[config.mk]
export PLATFORM = sky130hd
export DESIGN_NAME = pipelined_alu
export DESIGN_NICKNAME = d
export VERILOG_FILES = /design/src/rtl/pipelined_alu.sv
export SDC_FILE = /design/constraint.sdc
export NUM_CORES = 1
export LEC_CHECK = 0
export ABC_AREA = 1
export CORE_MARGIN = 1.5
export CORE_UTILIZATION = 55
export DETAILED_ROUTE_END_ITERATION = 8
export GPL_ROUTABILITY_DRIVEN = 0
export GPL_TIMING_DRIVEN = 0
export PLACE_DENSITY = 0.83
export SYNTH_ARGS = -nofsm -noshare
export SYNTH_HDL_FRONTEND = slang
export SYNTH_SLANG_ARGS = --single-unit
[constraint.sdc]
create_clock -name i_clk -period 5.3 [get_ports i_clk]
set_input_delay 0.795 -clock i_clk [delete_from_list [all_inputs] [get_ports i_clk]]
set_output_delay 0.795 -clock i_clk [all_outputs]
set_load 0.01 [all_outputs]
[src/rtl/pipelined_alu.sv]
// Two-stage Hack-style ALU with valid/ready handshaking on both sides.
// S1 holds preprocessed operands; S2 holds the result and flags.
module pipelined_alu #(
  parameter int WIDTH = 8
) (
  input  logic             i_clk,
  input  logic             i_rst_n,
  input  logic             i_valid,
  output logic             o_ready,
  input  logic             i_zx,
  input  logic             i_nx,
  input  logic             i_zy,
  input  logic             i_ny,
  input  logic             i_f,
  input  logic             i_no,
  input  logic             i_acc,
  input  logic [WIDTH-1:0] i_X,
  input  logic [WIDTH-1:0] i_Y,
  output logic             o_valid,
  input  logic             i_ready,
  output logic [WIDTH-1:0] o_O,
  output logic             o_zr,
  output logic             o_ng,
  output logic             o_co
);

  logic             s1_valid_reg;
  logic [WIDTH-1:0] x_reg;
  logic [WIDTH-1:0] y_reg;
  logic             f_reg;
  logic             no_reg;
  logic [WIDTH-1:0] acc_reg;

  logic             in_xfer;
  logic             out_xfer;
  logic             s1_adv;
  logic [WIDTH-1:0] x_src;
  logic [WIDTH-1:0] x_next;
  logic [WIDTH-1:0] y_next;
  logic [WIDTH:0]   sum;
  logic [WIDTH-1:0] r_next;

  assign out_xfer = o_valid && i_ready;
  assign s1_adv   = s1_valid_reg && (!o_valid || out_xfer);
  assign o_ready  = !s1_valid_reg || s1_adv;
  assign in_xfer  = i_valid && o_ready;

  // Operand preprocessing happens before S1 so S2 only needs the adder/and.
  always_comb begin
    x_src  = i_acc ? acc_reg : i_X;
    x_next = i_zx ? '0 : x_src;
    if (i_nx) x_next = ~x_next;
    y_next = i_zy ? '0 : i_Y;
    if (i_ny) y_next = ~y_next;
  end

  always_comb begin
    sum    = {1'b0, x_reg} + {1'b0, y_reg};
    r_next = f_reg ? sum[WIDTH-1:0] : (x_reg & y_reg);
    if (no_reg) r_next = ~r_next;
  end

  always_ff @(posedge i_clk or negedge i_rst_n) begin
    if (!i_rst_n) begin
      s1_valid_reg <= 1'b0;
      x_reg        <= '0;
      y_reg        <= '0;
      f_reg        <= 1'b0;
      no_reg       <= 1'b0;
    end else begin
      s1_valid_reg <= in_xfer || (s1_valid_reg && !s1_adv);
      if (in_xfer) begin
        x_reg  <= x_next;
        y_reg  <= y_next;
        f_reg  <= i_f;
        no_reg <= i_no;
      end
    end
  end

  // Carry is taken from the raw sum, so output inversion does not affect it.
  always_ff @(posedge i_clk or negedge i_rst_n) begin
    if (!i_rst_n) begin
      o_valid <= 1'b0;
      o_O     <= '0;
      o_zr    <= 1'b0;
      o_ng    <= 1'b0;
      o_co    <= 1'b0;
    end else begin
      o_valid <= s1_adv || (o_valid && !out_xfer);
      if (s1_adv) begin
        o_O  <= r_next;
        o_zr <= (r_next == '0);
        o_ng <= r_next[WIDTH-1];
        o_co <= f_reg && sum[WIDTH];
      end
    end
  end

  always_ff @(posedge i_clk or negedge i_rst_n) begin
    if (!i_rst_n) begin
      acc_reg <= '0;
    end else if (out_xfer) begin
      acc_reg <= o_O;
    end
  end

endmodule

# == After elaboration in Yosys (flattened, before gate mapping) ==
# Index checks and enable logic that the tools add are counted.
# word_totals
mem_count,0
in_bits,27
latchBits,0
regBits,39
rom_bits,0
elab_cells,38
ram_bits,0
# classes
n_div,0
n_addsub,1
shift,0
mux,7
n_reduce_logical,15
n_mul,0
n_lt_le_gt_ge,0
n_bitwise,4
eq_ne,0
# op_table
operator,n
8-bit 2-to-1 mux,7
8-bit inverter,3
8-bit by 8-bit adder with 9-bit output,1
8-bit AND,1
8-bit zero test,1
1-bit logical AND,6
1-bit zero test,4
1-bit logical OR,4

# == Logic depth before layout (Yosys ltp) ==
# depth
depth_word,6
depth_mapped,14

# == Worst setup path before layout ==
# OpenSTA, ideal clock, no wires.
# synth_path
path_type,reg-to-reg
from,register x_reg[0]
to,register o_zr
period_less_slack_ns,1.829
setup_ns,0.065
t_required_ns,5.235
stages_incl_launch_ff,15
arrival_time_ns,1.764
slack_ns,3.471
cell_sequence,dfrtp_1 > ha_1 > fa_1 > inv_1 > nand2_1 > o21ai_2 > nand2_1 > nand2_1 > nor2_2 > nand2_1 > nor2_1 > nand3_1 > nor2_1 > nand2_1 > nand2_1
# synth_between
elab_chain_len,5
word_cells_on_any_way,6
classes_between,add/sub: 1; mux: 2; bitwise: 2; reduce/logical: 1
# synth_lines
item,line_no,rtl
"start, declared",28,logic [WIDTH-1:0] x_reg;
"start signal, assigned",73,x_reg <= x_next;
8-bit by 8-bit adder with 9-bit output / 8-bit AND (equally long branches),"58, 59",
8-bit 2-to-1 mux (*),59,r_next = f_reg ? sum[WIDTH-1:0] : (x_reg & y_reg);
8-bit inverter,60,if (no_reg) r_next = ~r_next;
8-bit 2-to-1 mux (*),60,
8-bit zero test (*),93,o_zr <= (r_next == '0);
"end signal, assigned",93,
"end, declared",22,"output logic o_zr,"
# Mark *: on every way between the ends. The rest lies on a longest branch, timed or not.
# A chain may end at the register's enable or synchronous reset.

# == Worst setup path after layout ==
# layout_path
from,input port i_ready
to,output port o_ready
# layout_between
elab_chain_len,4
# layout_lines
item,line_no,rtl
"start, declared",20,"input logic i_ready,"
1-bit logical AND,43,assign out_xfer = o_valid && i_ready;
1-bit logical OR,44,assign s1_adv = s1_valid_reg && (!o_valid || out_xfer);
1-bit logical AND,44,
1-bit logical OR,45,assign o_ready = !s1_valid_reg || s1_adv;
"end, declared",9,"output logic o_ready,"
# No other way between the ends.

==> run summary <==
Tmin final: 2790 ps
cell area after synthesis: 2320 um2
setup repair bufs after CTS: 0
First DRT Iteration DRCs: 160
Hold/Removal Path Class: reg2reg
chip width: 68.0 um
Bufs on Longest Clock Path: 2
average size of a mapped cell: 7.48 um2
Clock power frac: 18.0%
Final Hold Vio Count: 0
Critical Path RT: 4510 ps
Logic pwr share: 42.2%
Setup TNS Final: 0 ps
post-cts resize count: 0
via/cell ratio: 5.20
vias in the first global route: 1,941
EDFF count, synth: 0
nets: 390
WP data arrival: 2000 ps
fraction of the mapped netlist area in adder cells: 5.17%
largest family of logic cells by synthesized area: simple AND/OR/NAND/NOR gates
effective utilization at floorplan: 57.7%
asr flop ratio synth: 100%
Synth Area in XOR/XNOR: 6.73%
pwr dens: 365 nW/um2
Layout fillers: 334
Synth Instances: 311
Synth Area in Simple Gates: 27.6%
Pins Over Slew Limit: 0
Pint: 0.639 mW
Max Cap Viol: 0
Slew HR: 46.1%
I/O Pins: 40
crit path max fanout: 3
Root Buffer: clkbuf_8
gr ovfl total: 0
Total GRT Usage: 25.9%
CP Capture Type: output port
RSZ-0062 raised after global routing: no
register area: 951 um2
top_reg_cell synth: dfrtp_1
DRT Pass-1 Iters: 4
dpl hpwl: 4100 um
H-tree lvl count: 2
Synth Area in Compound Gates: 11.4%
antenna violations before repair: 0
CTS tree: done
Psw: 0.392 mW
wire per inst: 12.8 um
Vias: 2,102
Core Rows: 23
antenna diode count: 0
Worst Max-Slew Pin Slew: 809 ps
IO buf count: 36
Synth Register Bits: 38
layout cells sized above 1: 9.04%
count of different cell masters after synthesis: 26
hold buffer count at CTS: 0
P_leak: 1.41 nW
clk_lat worst skew: 290 ps
largest net degree at the start of global routing: 39
clk_skew: 7.31 ps
crit start category: primary input
Crit Path Class: in2out
maximum VDD drop: 0.241 mV
Final setup viols: 0
Syn Nets: 347
Seq pwr share: 39.8%
Reg clk slew, reported paths: 70 ps
post-synthesis mux area share: 0.484%
Die H: 68.0 um
maximum clock frequency: 358 MHz
Die ar.: 4630 um2
DRC viols: 0
Setup WS pre-CTS: 2500 ps
core area: 4030 um2
Final Power: 1.03 mW
final WL: 5160 um
period utilization: 52.7%
setup ws final: 2510 ps
status: completed
Sw Share: 38.0%
Multi-input gate area: 1190 um2
Area growth syn-to-layout: 21.4%
Seq/Total Area, Yosys: 40.9%
number of buffers created by CTS: 5
Antenna Violating Nets Remaining: 0
warnings from Yosys: 0
first-pass GRT wire length: 8750 um
clk sinks: 38
## power groups by stage
stage          Clock (mW)  Sequential, mW  Combinational (mW)
2_1_floorplan           0           0.411               0.277
3_3_place_gp            0           0.413               0.420
3_5_place_dp            0           0.414               0.433
4_1_cts             0.187           0.410               0.435
5_1_grt             0.201           0.417               0.493
6_report            0.186           0.410               0.435
## synth_stat cells (2+ instances only)
| library cell | n | area [um2] |
|---|---|---|
| buf_2 | 6 | 30.0 |
| inv_2 | 3 | 11.3 |
| a21oi_1 | 14 | 70.1 |
| clkbuf_1 | 4 | 15.0 |
| o21ai_1 | 2 | 10.0 |
| nand3_1 | 22 | 110 |
| inv_1 | 28 | 105 |
| nand2_1 | 97 | 364 |
| nor2_1 | 21 | 78.8 |
| o21ai_0 | 35 | 175 |
| nand3_2 | 4 | 40.0 |
| dfrtp_1 | 38 | 951 |
| nand2_2 | 3 | 18.8 |
| ha_1 | 8 | 100 |
| xor2_1 | 15 | 131 |
## area by class of cell
class | count | area share [%]
Clock buffer | 5 | 2.44
Clock inverter | 2 | 0.355
Multi-Input combinational cell | 230 | 42.3
Tap cell | 50 | 2.22
Buffer | 12 | 2.26
Timing Repair Buffer | 36 | 12.6
Inverter | 31 | 4.12
Sequential cell | 38 | 33.7
## worst max-delay path, cell delays in order
cell             delay (ps)
clkdlybuf4s50_1         480
inv_1                    70
nand3_1                 110
clkdlybuf4s50_1         550
## logic make-up (layout without fill, tap and decap cells)
kind of cell,count (synthesis),in the layout
and+or+nand+nor,151,151
AOI/OAI and AO/OA,52,52
buffers and inverters,43,86
DFF,38,38
xor gates and xnor gates,17,17
adders and majority gates,9,9
muxes,1,1
## stage by stage
stage | util, % | std cells | cell area [um2] | hold slack, ps
floorplan | - | 311 | 2320 | 447
global placement | 68.2 | 397 | 2750 | 465
detailed placement | 68.1 | 397 | 2740 | 470
CTS | 70.0 | 404 | 2820 | 490
global route | 70.0 | 404 | 2820 | 497
finish | 70.0 | 404 | 2820 | 485
## worst paths after layout
path | startpoint | endpoint | slack [ps] | cells after the start
worst max-delay path | i_ready | o_ready | 2510 | 4
worst min-delay path | o_co$_DFFE_PN0P_ | o_co$_DFFE_PN0P_ | 490 | 2
worst max register to register | y_reg[0]$_DFFE_PN0P_ | o_zr$_DFFE_PN0P_ | 3230 | 14
worst min register to register | o_co$_DFFE_PN0P_ | o_co$_DFFE_PN0P_ | 490 | 2
max in group asynchronous | i_rst_n | acc_reg[4]$_DFFE_PN0P_ | 4200 | 1
min in group asynchronous | i_rst_n | o_O[5]$_DFFE_PN0P_ | 590 | 1
## placed cells by master, fill, tap and decap left out
cell             synthesis  layout
nand2_2                  3       3
xor2_2                   1       1
clkdlybuf4s50_1          0      35
nand3_1                 22      22
dfrtp_1                 38      38
a21oi_1                 14      14
clkinv_2                 0       2
clkbuf_8                 0       5
nor2_2                   1       1
nand3_2                  4       4
clkbuf_1                 4       4
o21ai_1                  2       2
or2_2                    1       1
ha_1                     8       8
xor2_1                  15      15
nand2_1                 97      97
inv_1                   28      28
inv_2                    3       3
fa_1                     1       1
nand4_1                  1       1
o21ai_2                  1       1
mux2_2                   1       1
buf_2                    6       7
nand2_4                  1       1
buf_6                    1       1
xnor2_1                  1       1
nor2_1                  21      21
o21ai_0                 35      35
buf_4                    1       1
## routing by layer
| layer | track usage, % | wire [um] | share of wire, % | vias to the layer above |
|---|---|---|---|---|
| li1 | - | - | - | 1068 |
| met1 | 35.7 | 2380 | 46 | 974 |
| met2 | 41.7 | 2450 | 48 | 53 |
| met3 | 3.95 | 234 | 4.5 | 7 |
| met4 | 9.00 | 92 | 1.8 | 0 |
| met5 | 0 | 0 | 0 | - |
Power figures use the tool's default switching activity.
